File: src/rtl/vga_pattern_gen_if.sv
// vga_pattern_gen_if: timing-in / pixel-out bundle for the VGA test-pattern stage.
// Latency: n/a (wires only).
// Backpressure: none; the video stream is free-running.
// Signals: h_sync, v_sync (active-low), de, mode[1:0], solid_rgb[2:0] toward the
//          pattern stage; vga_red/green/blue, h_sync_o, v_sync_o back from it.
interface vga_pattern_gen_if;
   logic       h_sync;
   logic       v_sync;
   logic       de;
   logic [1:0] mode;
   logic [2:0] solid_rgb;
   logic       vga_red;
   logic       vga_green;
   logic       vga_blue;
   logic       h_sync_o;
   logic       v_sync_o;

   // master: the timing source / board side; slave: the pattern generator
   modport master (
      output h_sync, v_sync, de, mode, solid_rgb,
      input  vga_red, vga_green, vga_blue, h_sync_o, v_sync_o
   );

   modport slave (
      input  h_sync, v_sync, de, mode, solid_rgb,
      output vga_red, vga_green, vga_blue, h_sync_o, v_sync_o
   );
endinterface

File: src/rtl/vga_pattern_gen.sv
// vga_pattern_gen: 1-bit RGB test patterns (bars, checker, bouncing box, solid) behind the VGA timing stage.
// Latency: fixed 2 clk from h_sync/v_sync/de inputs to rgb and re-timed h_sync_o/v_sync_o.
// Backpressure: none; one input sample consumed and one output produced every clk.
// Ports: clk, reset (async, active-high); bus (slave): h_sync, v_sync, de, mode, solid_rgb in;
//        vga_red, vga_green, vga_blue, h_sync_o, v_sync_o out.
module vga_pattern_gen #(
   parameter int H_ACTIVE    = 640,
   parameter int V_ACTIVE    = 480,
   parameter int CLK_PER_PIX = 2,
   parameter int BAR_WIDTH   = 80,
   parameter int CHECK_SHIFT = 5,
   parameter int BOX_SIZE    = 32
) (
   input  logic             clk,
   input  logic             reset,
   vga_pattern_gen_if.slave bus
);
   localparam int XW  = 10;
   localparam int YW  = 10;
   localparam int PW  = (CLK_PER_PIX > 1) ? $clog2(CLK_PER_PIX) : 1;
   localparam int BPW = (BAR_WIDTH > 1) ? $clog2(BAR_WIDTH) : 1;

   // stage 1: delayed timing
   logic           h_sync_d1_q, h_sync_d1_d;
   logic           v_sync_d1_q, v_sync_d1_d;
   logic           de_d1_q, de_d1_d;
   // pixel position
   logic [PW-1:0]  phase_q, phase_d;
   logic [XW-1:0]  x_q, x_d;
   logic [YW-1:0]  y_q, y_d;
   logic [BPW-1:0] bar_px_q, bar_px_d;
   logic [2:0]     bar_q, bar_d;
   // per-frame state
   logic [XW-1:0]  bx_q, bx_d;
   logic [YW-1:0]  by_q, by_d;
   logic           dx_neg_q, dx_neg_d;
   logic           dy_neg_q, dy_neg_d;
   logic [1:0]     mode_q, mode_d;
   logic [2:0]     solid_q, solid_d;
   // stage 2: outputs
   logic [2:0]     rgb_q, rgb_d;
   logic           h_sync_o_q, h_sync_o_d;
   logic           v_sync_o_q, v_sync_o_d;

   logic           fs;
   logic           le;
   logic           box_hit;
   logic [2:0]     pix;

   always_comb begin
      h_sync_d1_d = bus.h_sync;
      v_sync_d1_d = bus.v_sync;
      de_d1_d     = bus.de;
      phase_d     = '0;
      x_d         = '0;
      bar_px_d    = '0;
      bar_d       = '0;
      y_d         = y_q;
      bx_d        = bx_q;
      by_d        = by_q;
      dx_neg_d    = dx_neg_q;
      dy_neg_d    = dy_neg_q;
      mode_d      = mode_q;
      solid_d     = solid_q;
      pix         = 3'b000;

      // Edges are taken between the stage-1 copy and the live input, so the
      // state change lands exactly on the first pixel of the new frame/line.
      fs = v_sync_d1_q & ~bus.v_sync;
      le = de_d1_q & ~bus.de;

      // x and the bar counter clear whenever the delayed window is closed.
      if (de_d1_q) begin
         phase_d  = phase_q;
         x_d      = x_q;
         bar_px_d = bar_px_q;
         bar_d    = bar_q;
         if (phase_q == PW'(CLK_PER_PIX - 1)) begin
            phase_d = '0;
            if (x_q != XW'(H_ACTIVE - 1)) begin
               x_d = x_q + XW'(1);
               // bar index tracks x/BAR_WIDTH without a divider
               if (bar_px_q == BPW'(BAR_WIDTH - 1)) begin
                  bar_px_d = '0;
                  if (bar_q != 3'd7) begin
                     bar_d = bar_q + 3'd1;
                  end
               end else begin
                  bar_px_d = bar_px_q + BPW'(1);
               end
            end
         end else begin
            phase_d = phase_q + PW'(1);
         end
      end

      // frame start takes priority over a coincident line end
      if (fs) begin
         y_d = '0;
      end else if (le && (y_q != YW'(V_ACTIVE - 1))) begin
         y_d = y_q + YW'(1);
      end

      if (fs) begin
         mode_d  = bus.mode;
         solid_d = bus.solid_rgb;
         // At an edge the direction flips and the box holds for one frame,
         // so it parks exactly on the limit instead of overshooting.
         if (dx_neg_q) begin
            if (bx_q == '0) dx_neg_d = 1'b0;
            else            bx_d     = bx_q - XW'(1);
         end else begin
            if (bx_q >= XW'(H_ACTIVE - BOX_SIZE)) dx_neg_d = 1'b1;
            else                                  bx_d     = bx_q + XW'(1);
         end
         if (dy_neg_q) begin
            if (by_q == '0) dy_neg_d = 1'b0;
            else            by_d     = by_q - YW'(1);
         end else begin
            if (by_q >= YW'(V_ACTIVE - BOX_SIZE)) dy_neg_d = 1'b1;
            else                                  by_d     = by_q + YW'(1);
         end
      end

      box_hit = (x_q >= bx_q) && (x_q < (bx_q + XW'(BOX_SIZE))) &&
                (y_q >= by_q) && (y_q < (by_q + YW'(BOX_SIZE)));

      case (mode_q)
         2'd0:    pix = ~bar_q;
         2'd1:    pix = {3{x_q[CHECK_SHIFT] ^ y_q[CHECK_SHIFT]}};
         2'd2:    pix = box_hit ? 3'b100 : 3'b001;
         default: pix = solid_q;
      endcase

      rgb_d      = de_d1_q ? pix : 3'b000;
      h_sync_o_d = h_sync_d1_q;
      v_sync_o_d = v_sync_d1_q;
   end

   always_ff @(posedge clk or posedge reset) begin
      if (reset) begin
         h_sync_d1_q <= 1'b1;
         v_sync_d1_q <= 1'b1;
         de_d1_q     <= 1'b0;
         phase_q     <= '0;
         x_q         <= '0;
         y_q         <= '0;
         bar_px_q    <= '0;
         bar_q       <= '0;
         bx_q        <= '0;
         by_q        <= '0;
         dx_neg_q    <= 1'b0;
         dy_neg_q    <= 1'b0;
         mode_q      <= 2'd0;
         solid_q     <= 3'b000;
         rgb_q       <= 3'b000;
         h_sync_o_q  <= 1'b1;
         v_sync_o_q  <= 1'b1;
      end else begin
         h_sync_d1_q <= h_sync_d1_d;
         v_sync_d1_q <= v_sync_d1_d;
         de_d1_q     <= de_d1_d;
         phase_q     <= phase_d;
         x_q         <= x_d;
         y_q         <= y_d;
         bar_px_q    <= bar_px_d;
         bar_q       <= bar_d;
         bx_q        <= bx_d;
         by_q        <= by_d;
         dx_neg_q    <= dx_neg_d;
         dy_neg_q    <= dy_neg_d;
         mode_q      <= mode_d;
         solid_q     <= solid_d;
         rgb_q       <= rgb_d;
         h_sync_o_q  <= h_sync_o_d;
         v_sync_o_q  <= v_sync_o_d;
      end
   end

   assign bus.vga_red   = rgb_q[2];
   assign bus.vga_green = rgb_q[1];
   assign bus.vga_blue  = rgb_q[0];
   assign bus.h_sync_o  = h_sync_o_q;
   assign bus.v_sync_o  = v_sync_o_q;
endmodule

File: src/flat_wrapper.sv
// flat-port wrapper written by rule: the top's interface ports become plain ports
module vga_pattern_gen_flat 
#(
   parameter int H_ACTIVE    = 640,
   parameter int V_ACTIVE    = 480,
   parameter int CLK_PER_PIX = 2,
   parameter int BAR_WIDTH   = 80,
   parameter int CHECK_SHIFT = 5,
   parameter int BOX_SIZE    = 32
)
  (clk, reset, bus_h_sync, bus_v_sync, bus_de, bus_mode, bus_solid_rgb, bus_vga_red, bus_vga_green, bus_vga_blue, bus_h_sync_o, bus_v_sync_o);
  vga_pattern_gen_if bus_i ();
  input  logic clk;
  input  logic reset;
  input wire logic [$bits(bus_i.h_sync)-1:0] bus_h_sync;
  input wire logic [$bits(bus_i.v_sync)-1:0] bus_v_sync;
  input wire logic [$bits(bus_i.de)-1:0] bus_de;
  input wire logic [$bits(bus_i.mode)-1:0] bus_mode;
  input wire logic [$bits(bus_i.solid_rgb)-1:0] bus_solid_rgb;
  output wire logic [$bits(bus_i.vga_red)-1:0] bus_vga_red;
  output wire logic [$bits(bus_i.vga_green)-1:0] bus_vga_green;
  output wire logic [$bits(bus_i.vga_blue)-1:0] bus_vga_blue;
  output wire logic [$bits(bus_i.h_sync_o)-1:0] bus_h_sync_o;
  output wire logic [$bits(bus_i.v_sync_o)-1:0] bus_v_sync_o;
  assign bus_i.h_sync = bus_h_sync;
  assign bus_i.v_sync = bus_v_sync;
  assign bus_i.de = bus_de;
  assign bus_i.mode = bus_mode;
  assign bus_i.solid_rgb = bus_solid_rgb;
  assign bus_vga_red = bus_i.vga_red;
  assign bus_vga_green = bus_i.vga_green;
  assign bus_vga_blue = bus_i.vga_blue;
  assign bus_h_sync_o = bus_i.h_sync_o;
  assign bus_v_sync_o = bus_i.v_sync_o;
  vga_pattern_gen #(.H_ACTIVE(H_ACTIVE), .V_ACTIVE(V_ACTIVE), .CLK_PER_PIX(CLK_PER_PIX), .BAR_WIDTH(BAR_WIDTH), .CHECK_SHIFT(CHECK_SHIFT), .BOX_SIZE(BOX_SIZE)) u_core (.clk(clk), .reset(reset), .bus(bus_i));
endmodule
File: config.mk
export PLATFORM = sky130hd
export DESIGN_NAME = vga_pattern_gen_flat
export DESIGN_NICKNAME = d
export VERILOG_FILES = /design/src/rtl/vga_pattern_gen_if.sv /design/src/rtl/vga_pattern_gen.sv /design/src/flat_wrapper.sv
export SDC_FILE = /design/constraint.sdc
export NUM_CORES = 1
export LEC_CHECK = 0
export CAP_MARGIN = 20
export CELL_PAD_IN_SITES_DETAIL_PLACEMENT = 1
export CELL_PAD_IN_SITES_GLOBAL_PLACEMENT = 1
export CORE_ASPECT_RATIO = 1.1
export CORE_UTILIZATION = 44
export DETAILED_ROUTE_END_ITERATION = 8
export HOLD_SLACK_MARGIN = 0.12
export PLACE_DENSITY = 0.8
export SLEW_MARGIN = 20
export SYNTH_ARGS = -nofsm -noshare
export SYNTH_HDL_FRONTEND = slang
export SYNTH_SLANG_ARGS = --single-unit
File: constraint.sdc
create_clock -name clk -period 2.4 [get_ports clk]
set_input_delay 0.6 -clock clk [delete_from_list [all_inputs] [get_ports clk]]
set_output_delay 0.6 -clock clk [all_outputs]
set_load 0.005 [all_outputs]
After elaboration in Yosys (flattened, before gate mapping)
Index checks and enable logic that the tools add are counted.
{ "word_totals": {"register_bits": 66, "input_bits": 10, "out_inout_bits": 5, "wordCells": 97} }
{ "op_classes": {"add_sub_neg": 11, "magnitude_cmp": 6, "eq_ne": 14, "muxes": 31, "n_bitwise": 6, "reduce_logical": 12} }
{ "op_table": {"columns": ["operator", "n"], "rows": [
  ["$mux W10", 11],
  ["$add A10 B1 Y10 const B", 4],
  ["$mux W7", 4],
  ["$mux W3", 7],
  ["$add A10 B6 Y10 const B", 2],
  ["$ge A10 B10 Y1", 2],
  ["$logic_not A10 Y1", 2],
  ["$lt A10 B10 Y1", 2],
  ["$sub A10 B1 Y10 const B", 2],
  ["$ne A2 B2 Y1 const B", 6],
  ["$ge A10 B10 Y1 const B", 1],
  ["$ge A10 B9 Y1 const B", 1],
  ["$ne A10 B10 Y1 const B", 1],
  ["$ne A10 B9 Y1 const B", 1],
  ["$pmux W3 S3", 1],
  ["$mux W1", 8],
  ["$add A7 B1 Y7 const B", 1],
  ["$eq A7 B7 Y1 const B", 1],
  ["$reduce_and A3 Y1", 2],
  ["$logic_and A1 B1 Y1", 4],
  ["$ne A2 B1 Y1 const B", 2],
  ["$reduce_and A4 Y1", 1],
  ["$add A3 B1 Y3 const B", 1],
  ["$ne A3 B3 Y1 const B", 1],
  ["other kinds (10)", 12]
]} }

Depth between registers and ports, before layout
Gate-level depths: netlist of run 1.
{ "depth": {"ltp_word": 8, "ltp_mapped": 10, "mapped_depth_nobuf": 10} }

Worst setup path after synthesis of run 1
Ideal clock, no wire load.
{ "synth_path": {"kind": "register to register", "startpoint": "register u_core.bx_q[5]", "endpoint": "register u_core.rgb_q[2]", "arrival_ns": 2.212, "required_time_ns": 2.334, "setup_slack_ns": 0.121, "path_stages_with_launch": 10, "cell_sequence": "dfrtp_1 > ha_1 > nand3_1 > xnor2_1 > ha_1 > and4_1 > a221oi_1 > nand4_1 > nor4_1 > o311a_1"} }
{ "synth_between": {"elab_chain_cells": 8, "word_cells_on_any_way": 9, "classes_between": "1 x add/sub; 2 x order compare; 3 x mux; 3 x reduce/logical"} }
{ "synth_lines": {"columns": ["item", "line", "text"], "rows": [
  ["start: declaration", "vga_pattern_gen.sv:34", "logic [XW-1:0] bx_q, bx_d;"],
  ["start signal: assignment", "vga_pattern_gen.sv:150", "bx_q <= '0;"],
  ["start signal: assignment", "vga_pattern_gen.sv:168", "bx_q <= bx_d;"],
  ["$add A10 B6 Y10", "vga_pattern_gen.sv:125", "box_hit = (x_q >= bx_q) && (x_q < (bx_q + XW'(BOX_SIZE))) &&"],
  ["$lt A10 B10 Y1", "vga_pattern_gen.sv:125", null],
  ["$logic_and A1 B1 Y1 * (2 in a row)", "vga_pattern_gen.sv:125", null],
  ["$logic_and A1 B1 Y1 *", "vga_pattern_gen.sv:126", "(y_q >= by_q) && (y_q < (by_q + YW'(BOX_SIZE)));"],
  ["$mux W3 *", "vga_pattern_gen.sv:131", "2'd2: pix = box_hit ? 3'b100 : 3'b001;"],
  ["$pmux W3 S3 *", "vga_pattern_gen.sv:128", "case (mode_q)"],
  ["$mux W3 *", "vga_pattern_gen.sv:135", "rgb_d = de_d1_q ? pix : 3'b000;"],
  ["net u_core.rgb_d[2]", "vga_pattern_gen.sv:41", "logic [2:0] rgb_q, rgb_d;"],
  ["end signal: assignment", "vga_pattern_gen.sv:174", "rgb_q <= rgb_d;"],
  ["end: declaration", "vga_pattern_gen.sv:41", null]
]} }
Mark *: on every way through the listed nets, which the timed path passes. The rest lies on a longest branch.
A chain may end at the register's enable or synchronous reset.

Final worst setup path of run 1
{ "layout_path": {"startpoint": "register u_core.by_q[5]", "endpoint": "register u_core.by_q[9]"} }
{ "layout_between": {"elab_chain_cells": 3, "word_cells_on_any_way": 10, "classes_between": "2 x add/sub; 1 x order compare; 2 x eq/ne; 3 x mux; 2 x reduce/logical"} }
{ "layout_lines": {"columns": ["item", "line", "text"], "rows": [
  ["start: declaration", "vga_pattern_gen.sv:35", "logic [YW-1:0] by_q, by_d;"],
  ["start signal: assignment", "vga_pattern_gen.sv:169", "by_q <= by_d;"],
  ["$ge A10 B9 Y1 (tied with other cells)", "vga_pattern_gen.sv:120", "if (by_q >= YW'(V_ACTIVE - BOX_SIZE)) dy_neg_d = 1'b1;"],
  ["$ne A2 B1 Y1 (no source line) (tied with other cells)", null, null],
  ["$reduce_and A3 Y1 (no source line) / $mux W10 (equally long branches)", null, null]
]} }
Several ways; a longest one is shown, not always the timed one. The select of a mux whose other input is x is not followed.

==> results of run 1 <==
report_power, final:
group	internal [W]	switching [W]
Clock	0.000589	0.000477
Combinational	0.000393	0.000469
Sequential	0.00123	0.000137
layout make-up:
type / count / area share, %
Clock buffer: 10 / 2.48
Clock inverter: 6 / 1.78
Inverter: 38 / 2.77
Multi-Input combinational cell: 381 / 52.1
Sequential cell: 66 / 32.2
Tap cell: 120 / 2.92
Timing Repair Buffer: 33 / 5.74
per-stage QoR:
step	worst slack [ns]	power [W]	hold slack (ns)
final	0.148	0.00329	0.372
after global routing	0.00533	0.00350	0.382
after CTS	0.0293	0.00334	0.373
after detailed placement	0.00577	0.00225	0.357
after global placement	0.0902	0.00218	0.346
after floorplan	0.121	0.00195	0.345
metal layers:
layer  share of wire (%)  global-route usage, %
met1                  44                   26.5
met5                   0                      0
met4                 2.1                   8.00
met3                 1.9                   3.88
met2                  52                   43.0
state kept, by name (all words and copies together) (netlist names):
signal and flops:
u_core.bx_q 10, u_core.de_d1_q 1, u_core.bar_q 3, u_core.x_q 10
u_core.h_sync_d1_q 1, u_core.bus.h_sync_o 1, u_core.solid_q 3, u_core.y_q 10
u_core.phase_q 1, u_core.v_sync_d1_q 1, u_core.dy_neg_q 1, u_core.mode_q 2
u_core.bar_px_q 7, u_core.dx_neg_q 1, u_core.rgb_q 3, u_core.bus.v_sync_o 1
u_core.by_q 10
kinds of logic after synthesis:
kind of cell	synth area share, %
compound gates	15.9
xor+xnor	8.13
fa+ha+maj	15.5
buf+inv	4.37
flops	36.6
mux	0.885
simple gates	18.6
path summary, 6_finish.rpt:
kind,startpoint,end,slack (ns),cells past startpoint
worst max-delay path,u_core.by_q[5]$_DFFE_PP0P_,u_core.by_q[9]$_DFFE_PP0P_,0.15,8
worst min-delay path,u_core.h_sync_d1_q$_DFF_PP1_,u_core.bus.h_sync_o$_DFF_PP1_,0.37,0
worst max register to register,u_core.by_q[5]$_DFFE_PP0P_,u_core.by_q[9]$_DFFE_PP0P_,0.15,8
worst min register to register,u_core.h_sync_d1_q$_DFF_PP1_,u_core.bus.h_sync_o$_DFF_PP1_,0.37,0
max in group asynchronous,reset,u_core.bus.v_sync_o$_DFF_PP1_,1.42,3
min in group asynchronous,reset,u_core.y_q[5]$_DFFE_PP0P_,0.64,3
cell usage in the layout (no fill, tap or decap), drive strengths merged, types with 4 or more instances in the layout:
cell type / count
a211oi: 4
nor2: 38
xor2: 18
o21ai: 37
nor2b: 10
dfrtp: 62
o31ai: 5
o21a: 5
nand3: 15
or4: 5
and2: 5
clkdlybuf4s50: 14
dfstp: 4
nand2: 53
mux2i: 4
buf: 19
clkinv: 4
clkbuf: 10
and3: 7
inv: 38
a21o: 9
or3: 7
xnor2: 24
nor3: 9
ha: 53
a21oi: 26
nand4: 9
timing repair:
item / 4_1_cts / 5_1_grt
setup endpoints to repair: 1 / 4
pin swaps: 0 / 2
buffers inserted: 0 / 0
gates resized for setup: 1 / 1
==> impl_metrics.py, run 1 <==
metrics = {
    "status": {
        "status": "complete, no violations",
    },
    "clock_network": {
        "cts.sinks": 66,
        "cts-hold-fix-buffers": 0,
        "path_clk_slew_ns": 0.08,
        "cts-buffers-inserted": 9,
        "insertion_delay_ns": 0.36,
        "clock_tree.root_cell": "sky130_fd_sc_hd__clkbuf_8",
        "htree_num_levels": 3,
        "cts.path.max_buffers": 2,
        "cts_tree": "done",
    },
    "synthesis": {
        "synthFlopType": "sky130_fd_sc_hd__dfrtp_1",
        "synth_area_leader_cell": "sky130_fd_sc_hd__dfrtp_1",
        "synthDistinctLibCells": 58,
        "postSynthCellCount": 495,
        "synthesis.area_per_instance_um2": 9.15,
        "postSynth.asyncResetShare_pct": 100,
        "yosysTopAreaCellShare_pct": 34.3,
        "syn-num-nets": 560,
        "synth_seq_area_share_pct": 36.6,
        "synth_top_cells_by_count": "sky130_fd_sc_hd__dfrtp_1 (62), sky130_fd_sc_hd__ha_1 (53), sky130_fd_sc_hd__nand2_1 (53), sky130_fd_sc_hd__inv_1 (38), sky130_fd_sc_hd__nor2_1 (38)",
        "synth.ff_latch_count": 66,
        "ys_warn_count": 0,
        "synth_most_common_cell": "sky130_fd_sc_hd__dfrtp_1",
        "post_synth_design_cell_area_um2": 4530,
        "synth_top_cells_by_area": "sky130_fd_sc_hd__dfrtp_1 (34%), sky130_fd_sc_hd__ha_1 (15%), sky130_fd_sc_hd__xnor2_1 (4.6%)",
        "synth_enable_flop_cells": 0,
    },
    "place": {
        "place_congestion": 0.827,
        "place.detailed.hpwl_mm": 8.34,
        "port_buffers": 14,
        "placed_area_um2": 4920,
        "dp.cells": 638,
    },
    "timing": {
        "timing.setup.tns_ns": 0,
        "unrepaired_setup_endpoints_after_global_routing": "no",
        "final.setup_skew_ns": 0.00981,
        "fin_crit_ns": 2.25,
        "finalSetupViolCount": 0,
        "timing_hold_violations_final": 0,
        "worst-slew-pin-transition_ns": 0.446,
        "timing.final.crit_share_pct": 93.8,
        "timing.final.max_slew_violations": 0,
        "clock.fmax_mhz": 444,
        "maxSlewHeadroom_pct": 70.1,
    },
    "drt": {
        "wirelength_mm": 11.2,
        "first_iter_violations": 104,
        "drt_pass1_iterations": 4,
        "detail_route.wl_per_cell_um": 17.1,
        "total_number_of_vias": 3685,
        "route.detailed.drc": 0,
        "drt.antenna.violating_nets": 0,
        "number_of_vias_per_cell": 5.63,
    },
    "flow_run": {
        "cap_violations": 0,
    },
    "die": {
        "floorplan.io_pins": 15,
        "core_area_um2": 9940,
        "die_h_um": 108,
        "placement_rows": 38,
        "floorplan.initialDensity_pct": 45.6,
        "die-width_um": 98.7,
        "fp.dieArea_um2": 10700,
    },
    "global_route": {
        "first_global_vias": 4050,
        "grt-ovfl-total": 0,
        "grt.total_usage_pct": 23.0,
        "grt_max_degree": 67,
        "wire_length_of_the_first_global_routing_pass_mm": 19.4,
        "antenna_violations_before_repair": 0,
    },
    "worst_setup_path": {
        "critPathBufInv": 1,
        "worstPathRequired_ns": 2.64,
        "critPathMaxFanout": 6,
        "cpMaxStageDelayCell": "sky130_fd_sc_hd__dfrtp_1",
        "cell_family_with_most_cp_delay": "compound AO/OA/AOI/OAI gates",
        "arrival_ns": 2.50,
        "worst_path_largest_cell_delay_ns": 0.39,
        "worst_path_cell_chain": "buf_4, ha_1, and2_1, o21a_1, a41o_1, o41ai_2, mux2i_1, o22a_2",
        "end_kind": "flip-flop",
        "critPathKind": "reg -> reg",
        "timing.critical_path.from_type": "flip-flop",
    },
    "power_and_ir_drop": {
        "max-vdd-ir-drop_v": 0.000399,
        "power.static_leakage_nw": 2.43,
        "power_per_cell_area_nw_per_um2": 640,
    },
    "final_layout": {
        "layout-drive-gt1-share_pct": 9.55,
        "final_nets": 594,
        "final_cells": 654,
        "finish.utilization_pct": 51.8,
        "fillCellCount": 1151,
        "antenna_cells_inserted": 0,
        "syn2layout_area_growth_pct": 13.6,
        "seqCellArea_um2": 1660,
        "non_filler_cell_area_final_um2": 5140,
        "multiInputGateArea_um2": 2680,
    },
    "hold_path": {
        "holdCritPathClass": "reg -> reg",
    },
}
No activity file was read; power rests on OpenSTA's default activity.
==> run 2: changes to the inputs <==
- CORE_MARGIN: default -> 5
==> run 2 against run 1 <==
Effect of this change:
- hold slack worse by 0.012 ns
- final area up 1.5%
- register-to-register slack worse by 0.06 ns
- setup slack worse by 0.058 ns
- combinational power up 3.4%
- via count up 0.11%
- total power up 0.73%
- maximum frequency down 2.5%
- global-route usage down 3.2 points
- cell count up 0.31%
==> impl_metrics.py, run 2 (synthesis results as in run 1) <==
metrics = {
    "drt": {
        "detail_route.wl_per_cell_um": 17.4,
        "total_number_of_vias": 3689,
        "drt_pass1_iterations": 4,
        "number_of_vias_per_cell": 5.62,
        "drt.antenna.violating_nets": 0,
        "route.detailed.drc": 0,
        "first_iter_violations": 132,
        "wirelength_mm": 11.4,
    },
    "worst_setup_path": {
        "worstPathRequired_ns": 2.70,
        "worst_path_cell_chain": "ha_4, nand3_2, xnor2_2, ha_1, and4_1, a221oi_2, nand4_1, nor4_2, o311a_1",
        "arrival_ns": 2.61,
        "reg2reg_to": "u_core.rgb_q[2]$_DFF_PP0_",
        "critPathKind": "reg -> reg",
        "depth_of_the_most_critical_reg_to_reg_path": 9,
        "worst_path_largest_cell_delay_ns": 0.41,
        "critPathMaxFanout": 2,
        "r2r-start": "u_core.bx_q[6]$_DFFE_PP0P_",
        "setup.worst_path.start": "u_core.bx_q[6]$_DFFE_PP0P_",
        "rrSetupSlack_ns": 0.09,
        "timing.critical_path.from_type": "flip-flop",
        "cpMaxStageDelayCell": "sky130_fd_sc_hd__dfrtp_1",
        "end_kind": "flip-flop",
    },
    "final_layout": {
        "layout-drive-gt1-share_pct": 11.2,
        "multiInputGateArea_um2": 2740,
        "antenna_cells_inserted": 0,
        "most_frequent_cells_in_the_layout": "sky130_fd_sc_hd__dfrtp_1 (61), sky130_fd_sc_hd__nand2_1 (53), sky130_fd_sc_hd__ha_1 (51)",
        "layout.cells.most_common": "sky130_fd_sc_hd__dfrtp_1",
        "syn2layout_area_growth_pct": 15.3,
        "final_nets": 596,
        "seqCellArea_um2": 1660,
        "fillCellCount": 1166,
    },
    "timing": {
        "timing_hold_violations_final": 0,
        "finalSetupViolCount": 0,
        "timing.setup.tns_ns": 0,
        "clock.fmax_mhz": 433,
        "unrepaired_setup_endpoints_after_global_routing": "yes",
        "maxSlewHeadroom_pct": 71.5,
        "worst-slew-pin-transition_ns": 0.424,
        "timing.final.crit_share_pct": 96.2,
        "final.setup_skew_ns": 0.00829,
        "worst_slack_ns": 0.0900,
        "timing.final.max_slew_violations": 0,
        "worst_hold_slack_across_all_endpoints_ns": 0.359,
        "fin_crit_ns": 2.31,
    },
    "clock_network": {
        "cts.sinks": 66,
        "cts-hold-fix-buffers": 0,
        "cts-buffers-inserted": 9,
        "cts_tree": "done",
        "path_clk_slew_ns": 0.08,
        "htree_num_levels": 3,
        "insertion_delay_ns": 0.36,
        "cts.path.max_buffers": 2,
        "clock_tree.root_cell": "sky130_fd_sc_hd__clkbuf_8",
    },
    "die": {
        "die-width_um": 107,
        "die_h_um": 116,
        "floorplan.initialDensity_pct": 45.3,
        "core_area_um2": 9980,
        "fp.dieArea_um2": 12400,
        "placement_rows": 38,
        "floorplan.io_pins": 15,
    },
    "hold_path": {
        "timing.hold.worst_endpoint": "u_core.bus.h_sync_o$_DFF_PP1_",
        "holdCritPathClass": "reg -> reg",
        "hold_path_startpoint": "u_core.h_sync_d1_q$_DFF_PP1_",
        "cell_count_of_the_worst_hold_path": 0,
    },
    "place": {
        "detailedPlace.worstSlack_ns": -0.0833,
        "place.detailed.hpwl_mm": 8.54,
        "place_congestion": 0.803,
        "port_buffers": 14,
    },
    "global_route": {
        "grt-ovfl-total": 0,
        "first_global_vias": 4082,
        "grt_max_degree": 65,
        "antenna_violations_before_repair": 0,
        "wire_length_of_the_first_global_routing_pass_mm": 19.6,
        "grt.total_usage_pct": 19.8,
    },
    "power_and_ir_drop": {
        "power_per_cell_area_nw_per_um2": 636,
        "max-vdd-ir-drop_v": 0.000349,
        "power.static_leakage_nw": 2.46,
    },
    "status": {
        "status": "complete, no violations",
    },
    "flow_run": {
        "cap_violations": 0,
    },
}
[run 2: changes by cell type in the layout (fill, tap and decap cells not counted), sizes merged]
cell,previous run,this run
buf,19,21
[run 2: stage by stage]
| stage | area [um^2] | util, % | cells | power (W) |
|---|---|---|---|---|
| after floorplan | 4530 | - | 495 | 0.00195 |
| after detailed placement | 4930 | 49.4 | 640 | 0.00226 |
| after CTS | 5160 | 51.7 | 656 | 0.00335 |
| after global placement | 4930 | 49.4 | 640 | 0.00219 |
| after global routing | 5220 | 52.3 | 656 | 0.00355 |
| final | 5220 | 52.3 | 656 | 0.00332 |
[run 2: layer usage]
| layer | global-route usage, % | up-vias | share of wire, % |
|---|---|---|---|
| met4 | 7.84 | 0 | 2.3 |
| met5 | 0 | - | 0 |
| met2 | 36.9 | 30 | 54 |
| li1 | - | 1808 | - |
| met1 | 22.4 | 1829 | 42 |
| met3 | 3.59 | 22 | 1.9 |
[run 2: cell type report]
class                           count  area share, %
Tap cell                          120           2.88
Clock buffer                       10           2.44
Clock inverter                      6           1.75
Timing Repair Buffer               35           5.94
Sequential cell                    66           31.8
Inverter                           38           2.73
Multi-Input combinational cell    381           52.5
[run 2: power by group]
part | switching, W | total (W) | internal [W]
combinational | 0.000482 | 0.000891 | 0.000409
sequential | 0.000135 | 0.00137 | 0.00123
clock | 0.000473 | 0.00106 | 0.000589
[run 2: worst max-delay path by stage]
stage / to / depth (start not counted)
after global routing: u_core.rgb_q[2]$_DFF_PP0_ / 9
after global placement: u_core.rgb_q[2]$_DFF_PP0_ / 9
after detailed placement: u_core.rgb_q[2]$_DFF_PP0_ / 9
after floorplan: u_core.rgb_q[2]$_DFF_PP0_ / 9
after CTS: u_core.rgb_q[2]$_DFF_PP0_ / 9
final: u_core.rgb_q[2]$_DFF_PP0_ / 9
[run 2: worst max-delay path: cells and delay by family, from the launching register on]
family / cells / cell delay, ns
xor gates and xnor gates: 1 / 0.17
AOI/OAI and AO/OA: 2 / 0.42
DFF: 1 / 0.41
adders and majority gates: 2 / 0.45
and+or+nand+nor: 4 / 0.80
[run 2: timing repair]
action                                  4_1_cts  5_1_grt
gates cloned                                  0        0
gates resized for setup                       1       11
endpoints found under the setup margin        2        3
buffers inserted                              0        1
hold endpoints to repair                      0        0
pin swaps                                     1        7
